**src/rtl/exc_ctrl.sv**
```systemverilog
// Exception/interrupt arbiter for CP0: synchronises irq lines, prioritises traps over
// interrupts, and emits a one-cycle take event, then blocks further takes until eret.
module exc_ctrl #(
  parameter int NIRQ        = 8,
  parameter int SYNC_STAGES = 2
) (
  input  logic            clk,
  input  logic            rst_n,
  input  logic [NIRQ-1:0] irq,
  input  logic [31:0]     status,
  input  logic            instr_valid,
  input  logic [31:0]     instr_pc,
  input  logic            stall,
  input  logic            syscall,
  input  logic            brk,
  input  logic            teq_trap,
  input  logic            eret,
  input  logic            irq_ack,
  input  logic [2:0]      irq_ack_id,
  output logic            exception,
  output logic            intr,
  output logic [4:0]      cause,
  output logic [31:0]     epc,
  output logic [2:0]      irq_id,
  output logic            in_handler,
  output logic            double_fault
);

  typedef enum logic {
    IDLE    = 1'b0,
    HANDLER = 1'b1
  } state_e;

  localparam logic [4:0] CAUSE_SYS = 5'b01000;
  localparam logic [4:0] CAUSE_BRK = 5'b01001;
  localparam logic [4:0] CAUSE_TEQ = 5'b01101;
  localparam logic [4:0] CAUSE_INT = 5'b00000;

  state_e          state_q, state_d;
  logic [NIRQ-1:0] sync_q [SYNC_STAGES];
  logic [NIRQ-1:0] irq_prev_q;
  logic [NIRQ-1:0] pend_q, pend_d;
  logic [2:0]      irq_id_q, irq_id_d;
  logic            dfault_q, dfault_d;

  logic [NIRQ-1:0] irq_edge;
  logic [NIRQ-1:0] pend_en;
  logic [2:0]      lowest_id;
  logic            sys_en, brk_en, teq_en;
  logic            sync_req, int_req;

  // Synchroniser chain and edge detector; irq_prev_q holds the previous synced level.
  always_ff @(posedge clk or negedge rst_n) begin
    if (!rst_n) begin
      for (int s = 0; s < SYNC_STAGES; s++) sync_q[s] <= '0;
      irq_prev_q <= '0;
    end else begin
      sync_q[0] <= irq;
      for (int s = 1; s < SYNC_STAGES; s++) sync_q[s] <= sync_q[s-1];
      irq_prev_q <= sync_q[SYNC_STAGES-1];
    end
  end

  assign irq_edge = sync_q[SYNC_STAGES-1] & ~irq_prev_q;

  // Ack clears first, so a fresh edge on the same line in the same cycle wins.
  always_comb begin
    pend_d = pend_q;
    for (int i = 0; i < NIRQ; i++) begin
      if (irq_ack && (irq_ack_id == 3'(i))) pend_d[i] = 1'b0;
    end
    pend_d = pend_d | irq_edge;
  end

  assign pend_en = pend_q & status[8 +: NIRQ];

  always_comb begin
    lowest_id = '0;
    for (int i = NIRQ - 1; i >= 0; i--) begin
      if (pend_en[i]) lowest_id = 3'(i);
    end
  end

  assign sys_en   = syscall  & status[1];
  assign brk_en   = brk      & status[2];
  assign teq_en   = teq_trap & status[3];
  assign sync_req = sys_en | brk_en | teq_en;
  assign int_req  = status[4] & (|pend_en);

  always_ff @(posedge clk or negedge rst_n) begin
    if (!rst_n) begin
      state_q  <= IDLE;
      pend_q   <= '0;
      irq_id_q <= '0;
      dfault_q <= 1'b0;
    end else begin
      state_q  <= state_d;
      pend_q   <= pend_d;
      irq_id_q <= irq_id_d;
      dfault_q <= dfault_d;
    end
  end

  // Take outputs are gated by rst_n so they read 0 throughout reset.
  always_comb begin
    state_d   = state_q;
    irq_id_d  = irq_id_q;
    dfault_d  = dfault_q;
    exception = 1'b0;
    intr      = 1'b0;
    cause     = '0;
    epc       = '0;
    unique case (state_q)
      IDLE: begin
        if (rst_n && instr_valid && !stall && status[0] && (sync_req || int_req)) begin
          state_d = HANDLER;
          epc     = instr_pc;
          if (sys_en) begin
            exception = 1'b1;
            cause     = CAUSE_SYS;
          end else if (brk_en) begin
            exception = 1'b1;
            cause     = CAUSE_BRK;
          end else if (teq_en) begin
            exception = 1'b1;
            cause     = CAUSE_TEQ;
          end else begin
            intr     = 1'b1;
            cause    = CAUSE_INT;
            irq_id_d = lowest_id;
          end
        end
      end
      HANDLER: begin
        if (instr_valid && (syscall || brk || teq_trap)) dfault_d = 1'b1;
        if (eret && instr_valid && !stall) state_d = IDLE;
      end
      default: state_d = IDLE;
    endcase
  end

  assign irq_id       = irq_id_q;
  assign in_handler   = (state_q == HANDLER);
  assign double_fault = dfault_q;

endmodule

```
**config.mk**
```make
export PLATFORM = sky130hd
export DESIGN_NAME = exc_ctrl
export DESIGN_NICKNAME = d
export VERILOG_FILES = /design/src/rtl/exc_ctrl.sv
export SDC_FILE = /design/constraint.sdc
export NUM_CORES = 1
export LEC_CHECK = 0
export ABC_AREA = 1
export CAP_MARGIN = 0
export CORE_ASPECT_RATIO = 0.8
export CORE_MARGIN = 2
export CORE_UTILIZATION = 38
export CTS_BUF_LIST = sky130_fd_sc_hd__clkbuf_8
export CTS_CLUSTER_SIZE = 24
export DETAILED_ROUTE_END_ITERATION = 16
export PLACE_DENSITY = 0.95
export SYNTH_ARGS = -nofsm -noshare
export SYNTH_HDL_FRONTEND = slang
export SYNTH_SLANG_ARGS = --single-unit
```
**constraint.sdc**
```tcl
create_clock -name clk -period 3 [get_ports clk]
set_clock_uncertainty 0.2 [all_clocks]
set_input_delay 0.6 -clock clk [delete_from_list [all_inputs] [get_ports clk]]
set_output_delay 0.6 -clock clk [all_outputs]
set_load 0.03 [all_outputs]
```
Word level (Yosys, flattened, before mapping)
Cells that the tools add are included.
{ "word_totals": {"regBits": 37, "out_inout_bits": 44, "word_cells": 87} }
{ "op_classes": {"eq_ne": 7, "muxes": 36, "bitwise_logic": 14, "reduce_logical": 23} }
{ "op_table": {"columns": ["op", "count"], "rows": [
  ["32-bit 2-to-1 mux", 2],
  ["3-bit 2-to-1 mux", 8],
  ["1-bit 2-to-1 mux", 20],
  ["4-bit 2-to-1 mux", 5],
  ["8-bit AND", 2],
  ["1-bit logical AND", 15],
  ["3-bit equality test (second input constant)", 4],
  ["8-bit NOT", 1],
  ["8-bit bitwise OR", 1],
  ["8-bit OR reduction", 1],
  ["3-bit by 2-bit equality test with 1-bit output (second input constant)", 2],
  ["5-bit AND reduction", 1],
  ["1-bit AND", 4],
  ["1-bit NOT", 4],
  ["3-bit by 1-bit equality test with 1-bit output (second input constant)", 1],
  ["3-bit logical NOT", 1],
  ["1-bit logical OR", 3],
  ["1-bit bitwise OR", 2],
  ["1-bit case mux with 2 select lines", 1],
  ["2-bit AND reduction", 1],
  ["1-bit logical NOT", 1]
]} }

Depth between registers and ports, before layout
Gate-level depths: netlist (run 1).
{ "logic_depth": {"depth_word": 9, "mapped_depth": 10, "depth_no_buf": 10} }

Worst setup path before layout (run 1)
OpenSTA, ideal clock, no wires.
{ "synth_timing": {"kind": "in2out", "start": "in status[14]", "end": "out cause[2]", "arrival_time_ps": 1687, "required_time_ps": 2200, "slack_ps": 513, "stages": 8, "n_path_buf": 0, "path_cell_list": "nand2_1 -> nand2_1 -> nor2_1 -> nand2_1 -> nand2_1 -> nand2_2 -> nand2_1 -> nor3_1"} }
{ "synth_via": {"elab_chain_len": 7} }
{ "synth_lines": {"columns": ["element", "line_no", "text"], "rows": [
  ["start, declared", "10", "input logic [31:0] status,"],
  ["8-bit AND", "75", "assign pend_en = pend_q & status[8 +: NIRQ];"],
  ["8-bit OR reduction", "88", "assign int_req = status[4] & (|pend_en);"],
  ["1-bit AND", "88", null],
  ["1-bit logical OR", "115", "if (rst_n && instr_valid && !stall && status[0] && (sync_req || int_req)) begin"],
  ["1-bit logical AND", "115", null],
  ["4-bit 2-to-1 mux", "115", null],
  ["4-bit 2-to-1 mux", "113", "unique case (state_q)"],
  ["end, declared", "22", "output logic [4:0] cause,"]
]} }
No other way between the ends.

Worst setup path in the final report (run 1)
{ "layout_timing": {"start": "in status[8]", "end": "out epc[24]"} }
{ "layout_via": {"elab_chain_len": 7} }
{ "layout_lines": {"columns": ["element", "line_no", "text"], "rows": [
  ["8-bit AND", "75", null],
  ["8-bit OR reduction", "88", null],
  ["1-bit AND", "88", null],
  ["1-bit logical OR", "115", null],
  ["1-bit logical AND", "115", null],
  ["32-bit 2-to-1 mux", "115", null],
  ["32-bit 2-to-1 mux", "113", null],
  ["end, declared", "23", "output logic [31:0] epc,"]
]} }
No other way between the ends.

==> results_dict.tcl, run 1 <==
set metrics [dict create \
    finish.utilization_pct 71.4 \
    cts_num_sinks 37 \
    synth_top_area_cell "dfrtp_1" \
    drive_above_1_share_pct 32.0 \
    track_usage_pct 17.4 \
    fp.dieArea_mm2 0.00510 \
    initialDrtViolationCount 28 \
    cp.arrival_ns 2.12 \
    htree_levels 2 \
    finalMaxSlewViolations 0 \
    status "completed" \
    worst-path-max-fanout 8 \
    fillCellCount 314 \
    io_pins 128 \
    max_cap_violations 0 \
    syn_to_final_growth_pct 77.4 \
    drtPass1Iterations 4 \
    via_count 1618 \
    dpl_cell_area_mm2 0.00276 \
    fin_crit_sh_pct 97.4 \
    p_total_w 0.00116 \
    ys_seq_elements 37 \
    rsz0062_at_grt "true" \
    die_y_um 64.2 \
    wl_per_cell_um 12.7 \
    core_mm2 0.00428 \
    p_leak_nw 1.58 \
    crit_required_ns 2.20 \
    peakVddDrop_mv 0.379 \
    detailed_place_hpwl_um 3590 \
    rows 21 \
    synth-warning-count 0 \
    antenna_found_initial 0 \
    die_w_um 79.3 \
    clock_latency_ns 0.29 \
    hold_viol 0 \
    synth_area_mm2 0.00172 \
    syn_avg_cell_area_um2 8.49 \
    path_class "input pin to output port" \
    synth_top_area_share_pct 53.7 \
    startpoint_type "input pin" \
    mostFrequentLayoutCells "clkdlybuf4s50_1, inv_1, dfrtp_1" \
    post-route-cell-area_mm2 0.00306 \
    final_common_cell "clkdlybuf4s50_1" \
    clockRootBuffer "clkbuf_8" \
    via_per_inst 4.27 \
    remaining_drc_errors 0 \
    grt_max_degree 38 \
    clockBufferDepth 2 \
    syn_inst 203 \
    synth.area.top_cells "dfrtp_1, inv_1, nand2_1, nor2_2, o21ai_0" \
    cp-end-kind "output port" \
    ys_seq_area_share_pct 53.7 \
    grt_pass1_wl_um 6820 \
    fin_crit_ns 2.92 \
    grt_pass1_vias 1526 \
    clkSlewWorstSetupHoldPaths_ns 0.07 \
    cts_tree "built" \
    drtAntennaViolNets 0 \
    ys_types 21 \
    start_util_pct 40.3 \
    cts_buffers 5 \
    port_buffers 106 \
    antennaDiodeCount 0 \
    finalSetupViolations 0 \
    fmax_mhz 342 \
    wl_um 4800 \
    p_per_area_mw_per_mm2 379 \
    gp_congestion 0.764 \
    grt_overflow_total 0 \
    hold_path_class "flip-flop to flip-flop" \
    num-nets-final 405 \
]
[metal layers]
metal  GRT usage, %  part of all wire, %
met2           32.8                   56
met3           5.65                  6.5
met5              0                    0
met4           4.31                 0.52
met1           18.6                   37
[final timing paths]
path | from | endpoint | slack, ns | cells past startpoint
worst max-delay path | status[8] | epc[24] | 0.08 | 11
min in group asynchronous | rst_n | sync_q[8] | 0.17 | 2
max in group asynchronous | rst_n | irq_prev_q[7] | 2.11 | 2
worst min register to register | sync_q[15] | sync_q[7] | 0.15 | 0
worst min-delay path | sync_q[15] | sync_q[7] | 0.15 | 0
worst max register to register | pend_q[0] | irq_id[2] | 1.43 | 10
[critical path, cell delays in order]
cell             delay [ns]
clkdlybuf4s50_1        0.47
nand2_2                0.06
nand2_2                0.07
nor2_2                 0.04
nand2_1                0.08
nand2_1                0.07
nand2_2                0.09
nand3_4                0.17
clkbuf_16              0.22
nor2_1                 0.08
buf_4                  0.16
[layout make-up]
type | instances | area (µm²) | area share, %
Sequential cell | 37 | 926 | 30.3
Inverter | 47 | 176 | 5.77
Clock inverter | 3 | 21.3 | 0.696
Multi-Input combinational cell | 115 | 647 | 21.2
Timing Repair Buffer | 115 | 1150 | 37.5
Clock buffer | 5 | 68.8 | 2.25
Tap cell | 57 | 71.3 | 2.33
[timing repair]
action,in CTS,in global routing
endpoints found under the setup margin,0,23
resized for setup,0,42
setup buffers,0,3
hold buffers,0,0
[registers in the layout (all words and copies together), names as in the netlist]
signal,cells
sync_q,16
in_handler,1
pend_q,8
double_fault,1
irq_id,3
irq_prev_q,8
[synth_stat cells]
| cell type | n |
|---|---|
| inv_1 | 47 |
| dfrtp_1 | 37 |
| nor2_2 | 19 |
| buf_6 | 3 |
| buf_4 | 2 |
| o21ai_1 | 2 |
| nand2_2 | 1 |
| nand3_4 | 1 |
| nor2_8 | 1 |
| o21ai_0 | 17 |
| o31ai_1 | 1 |
| nand2_1 | 41 |
| nor3_1 | 1 |
| o21bai_1 | 2 |
| nor2_1 | 19 |
| a21oi_4 | 1 |
| a21oi_1 | 2 |
| nand4_1 | 1 |
| conb_1 | 1 |
| nand3_1 | 3 |
| nor2_4 | 1 |
[cells by family (layout without fill, tap and decap cells)]
kind of cell | after synthesis | after routing | synth area share [%]
AO/OA/AOI/OAI | 25 | 25 | 8.35
flip-flops | 37 | 37 | 53.7
AND/OR/NAND/NOR | 88 | 88 | 24.7
buffers and inverters | 52 | 170 | 13.1
other | 1 | 2 | 0.217
[through the flow]
step	instances	setup WS, ns	setup TNS (ns)	hold WS, ns
2_1_floorplan	204	0.513	0	0.104
3_3_place_gp	365	0.0911	0	0.131
3_5_place_dp	365	0.0599	0	0.135
4_1_cts	373	0.0510	0	0.152
5_1_grt	379	-0.0202	-0.0712	0.160
6_report	379	0.0770	0	0.149
[power breakdown]
group / total [W] / internal (W) / switching, W / leakage [nW]
Combinational: 0.000265 / 0.000134 / 0.000131 / 1.11
Sequential: 0.000550 / 0.000532 / 0.0000173 / 0.419
Clock: 0.000343 / 0.000164 / 0.000179 / 0.0445
(Power assumes the default switching activity.)
==> run 2: changes to the inputs <==
--- a/config.mk
+++ b/config.mk
@@ -11,6 +11,7 @@
 export CORE_MARGIN = 2
 export CORE_UTILIZATION = 38
 export CTS_BUF_LIST = sky130_fd_sc_hd__clkbuf_8
+export CTS_CLUSTER_DIAMETER = 50
 export CTS_CLUSTER_SIZE = 24
 export DETAILED_ROUTE_END_ITERATION = 16
 export PLACE_DENSITY = 0.95
==> results of run 2 <==
No change in the layout: final DEF, timing and power equal those of run 1.
==> run 3: changes to the inputs <==
--- a/config.mk
+++ b/config.mk
@@ -15,6 +15,7 @@
 export CTS_CLUSTER_SIZE = 24
 export DETAILED_ROUTE_END_ITERATION = 16
 export PLACE_DENSITY = 0.95
+export SETUP_SLACK_MARGIN = 0.15
 export SYNTH_ARGS = -nofsm -noshare
 export SYNTH_HDL_FRONTEND = slang
 export SYNTH_SLANG_ARGS = --single-unit
==> run 3 against run 2 <==
  * Utilization increased by 7.1 points
  * Power increased by 6.1%
  * Setup slack improved by 0.014 ns
  * Count of clock-buffer cells in the layout unchanged
  * Design area increased by 10%
  * First-iteration DRC count increased to 3.3 times the previous value
  * Critical endpoint is now epc[10]
==> results_dict.tcl, run 3 (synthesis results as in run 1) <==
set metrics [dict create \
    clkSlewWorstSetupHoldPaths_ns 0.07 \
    cp.arrival_ns 2.11 \
    startpoint_type "input pin" \
    p_leak_nw 1.74 \
    grt_max_degree 38 \
    core_mm2 0.00428 \
    cts_buffers 5 \
    p_per_area_mw_per_mm2 365 \
    status "completed" \
    antennaDiodeCount 0 \
    setup_slack_ns 0.0907 \
    grt_pass1_wl_um 8070 \
    tns_ns 0 \
    holdPathStages 0 \
    fin_crit_ns 2.91 \
    finalSetupViolations 0 \
    die_y_um 64.2 \
    grt_overflow_total 0 \
    drive_above_1_share_pct 39.0 \
    crit_required_ns 2.20 \
    gp_congestion 0.764 \
    largest_reg_flops 16 \
    start_util_pct 40.3 \
    mostFrequentLayoutCells "clkdlybuf4s50_1, buf_4, inv_1" \
    die_w_um 79.3 \
    worst-path-max-fanout 7 \
    wl_per_cell_um 16.6 \
    via_per_inst 4.81 \
    htree_levels 2 \
    drtAntennaViolNets 0 \
    wl_um 6690 \
    dp_slack_ns 0.0599 \
    peakVddDrop_mv 0.376 \
    initialDrtViolationCount 91 \
    antenna_found_initial 0 \
    grt_pass1_vias 1762 \
    multi_input_area_um2 719 \
    drtPass1Iterations 5 \
    clockRootBuffer "clkbuf_8" \
    hold_path_class "flip-flop to flip-flop" \
    remaining_drc_errors 0 \
    max_cap_violations 0 \
    largest_register "sync_q" \
    seq_area_um2 926 \
    io_pins 128 \
    num-nets-final 429 \
    hold_viol 0 \
    port_buffers 106 \
    finalMaxSlewViolations 0 \
    cp-end-kind "output port" \
    track_usage_pct 20.7 \
    fp.dieArea_mm2 0.00510 \
    detailed_place_hpwl_um 3590 \
    rows 21 \
    reg_top3 "sync_q: 16 flops, irq_prev_q: 8 flops, pend_q: 8 flops" \
    fmax_mhz 344 \
    fin_crit_sh_pct 97.0 \
    clockBufferDepth 2 \
    rr_worst_depth 17 \
    via_count 1940 \
    fillCellCount 249 \
    final_common_cell "clkdlybuf4s50_1" \
    cts_tree "built" \
    cts_num_sinks 37 \
    rsz0062_at_grt "false" \
    clock_latency_ns 0.29 \
    syn_to_final_growth_pct 95.1 \
    path_class "input pin to output port" \
]
[run 3: changes by cell type in the layout (fill, tap and decap cells not counted), sizes merged]
cell	before	now
clkdlybuf4s15	0	1
dlygate4sd2	0	7
dlymetal6s2s	6	7
clkdlybuf4s50	62	53
buf	45	69
[run 3: repair_timing]
| item | in CTS | in global routing |
|---|---|---|
| gates cloned | 2 | 2 |
| hold buffers | 0 | 0 |
| pin swaps | 1 | 10 |
| buffers inserted | 21 | 5 |
| endpoints found under the setup margin | 31 | 36 |
| resized for setup | 18 | 61 |
[run 3: worst paths after layout]
check	start	to	slack [ns]
worst max-delay path	stall	epc[10]	0.09
worst min-delay path	sync_q[15]	sync_q[7]	0.15
worst max register to register	pend_q[3]	irq_id[1]	0.31
worst min register to register	sync_q[15]	sync_q[7]	0.15
max in group asynchronous	rst_n	irq_prev_q[7]	2.09
min in group asynchronous	rst_n	pend_q[0]	0.19
[run 3: final cells by class]
cell class / count / share of cell area, %
clock buffer: 5 / 2.05
clock inverter: 3 / 0.632
inverter: 47 / 5.25
multi-input combinational: 115 / 21.4
sequential: 37 / 27.5
tap: 57 / 2.12
timing repair buffer: 139 / 41.0
[run 3: per-layer routing]
| layer | GRT usage (%) | wire length, µm | vias to the layer above |
|---|---|---|---|
| li1 | - | - | 875 |
| met1 | 20.8 | 2190 | 901 |
| met2 | 39.5 | 3580 | 124 |
| met3 | 6.50 | 518 | 40 |
| met4 | 7.54 | 397 | 0 |
| met5 | 0 | 0 | - |
[run 3: per-stage QoR]
step / hold slack, ns / utilization, % / total power [W] / instance area, µm² / instances
3_5_place_dp: 0.135 / 64.5 / 0.000804 / 2760 / 365
5_1_grt: 0.160 / 78.5 / 0.00128 / 3360 / 403
4_1_cts: 0.152 / 71.9 / 0.00118 / 3080 / 396
6_report: 0.149 / 78.5 / 0.00123 / 3360 / 403
3_3_place_gp: 0.131 / 64.5 / 0.000795 / 2760 / 365
2_1_floorplan: 0.104 / - / 0.000663 / 1730 / 204
[run 3: where the power goes]
| part | switching (W) | leakage (nW) | internal [W] | total [W] |
|---|---|---|---|---|
| Combinational | 0.000164 | 1.28 | 0.000164 | 0.000328 |
| Sequential | 0.0000194 | 0.419 | 0.000532 | 0.000552 |
| Clock | 0.000183 | 0.0445 | 0.000165 | 0.000348 |
[run 3: critical path, cell delays in order]
cell and delay [ns]:
clkdlybuf4s50_1 0.43, inv_2 0.11, nand2_4 0.07, nor2_8 0.14
nand3_4 0.22, buf_16 0.23, nor2_2 0.12, buf_4 0.18
